<file path="src/rtl/operand_stage.sv">
// Operand fetch stage: reads the register file, tracks in-flight destinations in a
// scoreboard, bypasses same-cycle writeback data and hands a registered operand bundle downstream.
module operand_stage #(
    parameter bit embedded = 1'b1,
    localparam int unsigned RADDR_W = embedded ? 4 : 5,
    localparam int unsigned NREG    = 1 << RADDR_W
) (
    input  logic               clk,
    input  logic               rst_n,

    input  logic               InValid,
    output logic               InReady,
    input  logic [RADDR_W-1:0] InRs1Addr,
    input  logic [RADDR_W-1:0] InRs2Addr,
    input  logic [RADDR_W-1:0] InRdAddr,

    output logic [RADDR_W-1:0] Rs1Addr,
    output logic [RADDR_W-1:0] Rs2Addr,
    input  logic [31:0]        Rs1Data,
    input  logic [31:0]        Rs2Data,
    output logic [RADDR_W-1:0] RdAddr,
    output logic [31:0]        RdData,

    input  logic               WbValid,
    input  logic [RADDR_W-1:0] WbAddr,
    input  logic [31:0]        WbData,

    output logic               OutValid,
    input  logic               OutReady,
    output logic [31:0]        OutRs1Data,
    output logic [31:0]        OutRs2Data,
    output logic [RADDR_W-1:0] OutRdAddr
);

    logic [NREG-1:0]    pending_q,  pending_d;
    logic               out_valid_q, out_valid_d;
    logic [31:0]        out_rs1_q,  out_rs1_d;
    logic [31:0]        out_rs2_q,  out_rs2_d;
    logic [RADDR_W-1:0] out_rd_q,   out_rd_d;

    logic               rs1_hz, rs2_hz, rd_hz;
    logic               in_ready, issue, wb_hit;
    logic [31:0]        rs1_op, rs2_op;

    // Register file ports are pass-through; writeback owns the write port every cycle.
    assign Rs1Addr = InRs1Addr;
    assign Rs2Addr = InRs2Addr;
    assign RdAddr  = WbValid ? WbAddr : '0;
    assign RdData  = WbData;

    // Hazard detection, issue decision and operand bypass.
    always_comb begin
        rs1_hz = (InRs1Addr != '0) && pending_q[InRs1Addr] && !(WbValid && (WbAddr == InRs1Addr));
        rs2_hz = (InRs2Addr != '0) && pending_q[InRs2Addr] && !(WbValid && (WbAddr == InRs2Addr));
        rd_hz  = (InRdAddr  != '0) && pending_q[InRdAddr]  && !(WbValid && (WbAddr == InRdAddr));

        in_ready = (!out_valid_q || OutReady) && !rs1_hz && !rs2_hz && !rd_hz;
        issue    = InValid && in_ready;
        wb_hit   = WbValid && (WbAddr != '0);

        rs1_op = '0;
        if (InRs1Addr != '0) begin
            rs1_op = (WbValid && (WbAddr == InRs1Addr)) ? WbData : Rs1Data;
        end
        rs2_op = '0;
        if (InRs2Addr != '0) begin
            rs2_op = (WbValid && (WbAddr == InRs2Addr)) ? WbData : Rs2Data;
        end
    end

    assign InReady = in_ready;

    // Next-state for scoreboard and output bundle; an issue's set overrides a same-register clear.
    always_comb begin
        pending_d   = pending_q;
        out_valid_d = out_valid_q && !OutReady;
        out_rs1_d   = out_rs1_q;
        out_rs2_d   = out_rs2_q;
        out_rd_d    = out_rd_q;

        if (wb_hit) begin
            pending_d[WbAddr] = 1'b0;
        end
        if (issue) begin
            if (InRdAddr != '0) begin
                pending_d[InRdAddr] = 1'b1;
            end
            out_valid_d = 1'b1;
            out_rs1_d   = rs1_op;
            out_rs2_d   = rs2_op;
            out_rd_d    = InRdAddr;
        end
        pending_d[0] = 1'b0;
    end

    always_ff @(posedge clk) begin
        if (!rst_n) begin
            pending_q   <= '0;
            out_valid_q <= 1'b0;
            out_rs1_q   <= '0;
            out_rs2_q   <= '0;
            out_rd_q    <= '0;
        end else begin
            pending_q   <= pending_d;
            out_valid_q <= out_valid_d;
            out_rs1_q   <= out_rs1_d;
            out_rs2_q   <= out_rs2_d;
            out_rd_q    <= out_rd_d;
        end
    end

    assign OutValid   = out_valid_q;
    assign OutRs1Data = out_rs1_q;
    assign OutRs2Data = out_rs2_q;
    assign OutRdAddr  = out_rd_q;

endmodule

</file>
<file path="config.mk">
export PLATFORM = sky130hd
export DESIGN_NAME = operand_stage
export DESIGN_NICKNAME = d
export VERILOG_FILES = /design/src/rtl/operand_stage.sv
export SDC_FILE = /design/constraint.sdc
export NUM_CORES = 1
export LEC_CHECK = 0
export ABC_CLOCK_PERIOD_IN_PS = 2700
export BUFFER_PORTS_ARGS = -buffer_cell sky130_fd_sc_hd__buf_4
export CAP_MARGIN = 20
export CORE_ASPECT_RATIO = 0.9
export CORE_UTILIZATION = 40
export DETAILED_ROUTE_END_ITERATION = 12
export MAX_ROUTING_LAYER = met4
export PLACE_DENSITY = 0.66
export REMOVE_ABC_BUFFERS = 1
export SETUP_SLACK_MARGIN = 0.15
export SYNTH_ARGS = -nofsm -noshare
export SYNTH_HDL_FRONTEND = slang
export SYNTH_SLANG_ARGS = --single-unit
</file>
<file path="constraint.sdc">
create_clock -name clk -period 2.7 [get_ports clk]
set_input_delay 0.675 -clock clk [delete_from_list [all_inputs] [get_ports clk]]
set_output_delay 0.675 -clock clk [all_outputs]
set_load 0.005 [all_outputs]
</file>
==> results.txt <==
----------------------------------------------------
[Clocking]
  Number of H-tree branching levels ... 3
  Clk_lat worst skew ... 0.34 ns
  TritonCTS clock tree ... built
  CTS root buffer ... clkbuf_16
  Clock-pin slew of the registers on the worst-case setup and hold paths ... ~0.060 ns
  Number of buffers inserted for hold repair after clock tree synthesis ... 0
  Max Root-Sink Buffers ... 2
  Number of buffers created by CTS ... 9
  Number of clock sinks seen by CTS ... 84

[Cells and area]
  Share of cells above drive strength 1 ... 48.1%
  Layout filler cell count ... 1,163
  Layout Area Growth over Synthesis ... 38.5%
  Share of the core filled with cells in the final layout ... approximately 57%
  Diode insertion count for antenna repair ... 0
  Net total in the final layout ... just under 900

[Detailed routing]
  Ratio of routed vias to standard cells ... around 5.2
  DRC violation count after routing ... 0
  Routed wire length per instance ... 17.5 um
  Routed via count ... 4,762
  1st-pass router iterations ... 4
  WL final ... 16,200 um
  Drt initial violations ... 212
  Number of nets with antenna violations after detailed routing ... 0

[Power and ir drop]
  Fraction of power consumed by sequential logic ... 39.8%
  Combinational share of power ... 23.9%
  Peak supply drop ... 0.439 mV
  Static leakage ... about 3.4 nW
  Cell-internal power ... 2.51 mW
  Psw ... 0.901 mW
  Clk pwr share ... ~36%
  Power density of the placed cells ... 473 mW/mm^2
  Switching portion of total power ... a little over a quarter

[Flow run]
  Max-cap violations ... 0

[Floorplanning]
  Core area ... 0.0127 mm^2
  IO Pins ... 231
  Die area ... 0.0135 mm^2
  Std cell rows ... 39
  Initial Util ... 41.0%
  Die outline width ... 122 um
  Die extent in y ... 110 um

[Critical path]
  Sort of element at the start of the critical path ... primary input
  Data required time of the worst path ... around 2.0 ns
  Arrival @ worst endpoint ... just under 2 ns
  Worst setup path category ... in2out
  Critical path peak fanout ... 9
  CP endpoint kind ... output port

[Yosys]
  Yosys warns ... 0
  Proportion of synthesized flip-flops having asynchronous set or reset ... 0%
  Syn Inst Count ... 564
  Post-synth cell types ... 40
  Synth area leader ... dfxtp_1
  Synth area leaders ... dfxtp_1 (32%), mux2_2 (14%), mux2i_1 (14%), nand2_1 (10%), buf_4 (6.1%)
  Synth top area share ... ~32%
  Sequential share of the synthesized area ... ~32%
  Mapped cell area ... 0.00521 mm^2
  Number of synthesized flops with an enable pin ... 0
  Register bit total from synthesis ... 84
  Commonest register cell after synthesis ... dfxtp_1
  Syn_area_per_cell ... 9.23 um^2

[Global routing]
  Maximum number of pins on one net before global-route repair ... 80
  Initial antenna violation count ... 0
  Global-route wire length before repair ... 24,100 um
  Residual overflow from global routing ... 0
  Via count of the first global-routing pass ... 4,716
  Overall global routing resource usage ... roughly 24%

[Timing]
  Count of endpoints failing setup in the final report ... 0
  Headroom to the max-slew limit ... 65.8%
  Worst clock skew ... 0.0106 ns
  Minimum setup slack in the final design ... 0.0504 ns
  Number of pins with negative max-slew slack in the final report ... 0
  Shortest period the worst path allows ... 2.65 ns
  Final hold violations ... 0
  Worst Hold Slack ... ~0.46 ns
  Share of the cycle needed by the critical path after routing ... 98.1%
  Unrepaired setup endpoints after global routing ... true
  Upper clock frequency limit ... 377 MHz
  Actual slew at the worst max-slew pin ... 0.513 ns

[Outcome]
  Outcome ... complete, no violations

[Placed design]
  Routability congestion estimate ... slightly above 0.9
  Count of buffers from port buffering ... 230
  Worst slack at placement ... -0.0748 ns
  Detail Placement HPWL ... 11,800 um

[Worst hold path]
  Path category of the worst min-delay check ... reg2reg

----------------------------------------------------
power by group through the flow:
stage / registers (mW) / logic, mW / clock network, mW
after floorplan: 1.38 / 0.330 / 0
after global placement: 1.38 / 0.790 / 0
after detailed placement: 1.38 / 0.802 / 0
after CTS: 1.36 / 0.815 / 1.26
after global routing: 1.37 / 0.877 / 1.31
final: 1.36 / 0.815 / 1.24
flip-flops by register name, summed over array words and instances (netlist names):
name,cells
OutRs1Data,32
OutRs2Data,32
pending_q,15
OutValid,1
OutRdAddr,4
synthesized netlist by cell type, drive strengths merged, types with 2 or more instances:
| cell type | instances |
|---|---|
| mux4 | 9 |
| o211ai | 8 |
| o41a | 2 |
| clkbuf | 21 |
| dfxtp | 84 |
| buf | 65 |
| mux2i | 72 |
| mux2 | 66 |
| xor2 | 9 |
| nor2 | 4 |
| nand3 | 14 |
| o21ai | 16 |
| o311ai | 5 |
| nor3 | 3 |
| or4 | 2 |
| nor4 | 2 |
| nand2b | 6 |
| nand2 | 145 |
| nand4 | 5 |
| nor2b | 6 |
| and2 | 5 |
| xnor2 | 3 |
area by class of cell:
| class | instances | area (um^2) | share of cell area, % |
|---|---|---|---|
| Sequential cell | 84 | 1680 | 23.3 |
| Multi-Input combinational cell | 393 | 2940 | 40.8 |
| Clock buffer | 11 | 243 | 3.37 |
| Timing Repair Buffer | 266 | 2080 | 28.9 |
| Tap cell | 164 | 205 | 2.85 |
| Clock inverter | 4 | 50.0 | 0.694 |
| Inverter | 1 | 3.75 | 0.0521 |
cell families after synthesis:
logic type | after synthesis | synth area share, %
and+or+nand+nor | 196 | 16.6
muxes | 147 | 32.0
buffers and inverters | 87 | 12.0
DFF | 84 | 32.3
AOI/OAI and AO/OA | 38 | 5.07
xor gates and xnor gates | 12 | 2.02
cells in the final DEF (no fill, tap or decap), types with 2 or more instances in the layout:
cell | netlist | layout
nand4_1 | 5 | 5
mux2i_1 | 72 | 72
buf_4 | 42 | 258
nor3_1 | 3 | 3
nand3_1 | 14 | 13
o21ai_1 | 16 | 15
xnor2_1 | 3 | 2
nor2b_1 | 6 | 6
dfxtp_1 | 84 | 84
nor2_1 | 4 | 4
mux2_2 | 66 | 66
clkbuf_16 | 0 | 9
and2_1 | 5 | 4
clkinvlp_4 | 0 | 2
nor4_4 | 1 | 2
o41a_1 | 2 | 2
o311ai_0 | 5 | 5
o211ai_1 | 8 | 8
xor2_1 | 9 | 9
buf_12 | 6 | 6
nand2_1 | 145 | 145
mux4_2 | 9 | 9
nand2b_1 | 6 | 6
final timing paths:
path	start	endpoint	slack (ns)	cells after the start
max	WbAddr[2]	InReady	0.05	8
min	OutRs1Data[21]$_SDFFE_PN0P_	OutRs1Data[21]$_SDFFE_PN0P_	0.46	2
max reg2reg	pending_q[12]$_SDFF_PN0_	OutRs1Data[4]$_SDFFE_PN0P_	0.45	8
min reg2reg	OutRs1Data[21]$_SDFFE_PN0P_	OutRs1Data[21]$_SDFFE_PN0P_	0.46	2
per-layer routing:
layer	up-vias	part of all wire [%]	GRT usage [%]
li1	2284	-	-
met1	2281	42	27.9
met2	180	49	40.4
met3	17	7.6	7.15
met4	0	1.3	8.45
met5	-	0	-
worst max-delay path, stage by stage:
cell     delay (ns)
buf_4          0.12
buf_4          0.17
xnor2_2        0.14
nand2_1        0.10
nor4_4         0.41
nor3_1         0.11
nor2_1         0.12
buf_4          0.12
repair_timing:
action	4_1_cts	5_1_grt
buffers inserted	1	3
setup endpoints to repair	1	1
resized for setup	12	2
pin swaps	5	4
per-stage QoR:
stage / TNS [ns] / instances / cell area, um^2 / power, mW
after detailed placement: -0.0748 / 904 / 6830 / 2.18
final: 0 / 923 / 7210 / 3.41
after global routing: -0.0116 / 923 / 7210 / 3.55
after global placement: -0.0682 / 904 / 6830 / 2.17
after floorplan: -334.87 / 478 / 4590 / 1.71
after CTS: 0 / 920 / 7170 / 3.43
(Power assumes the default switching activity.)
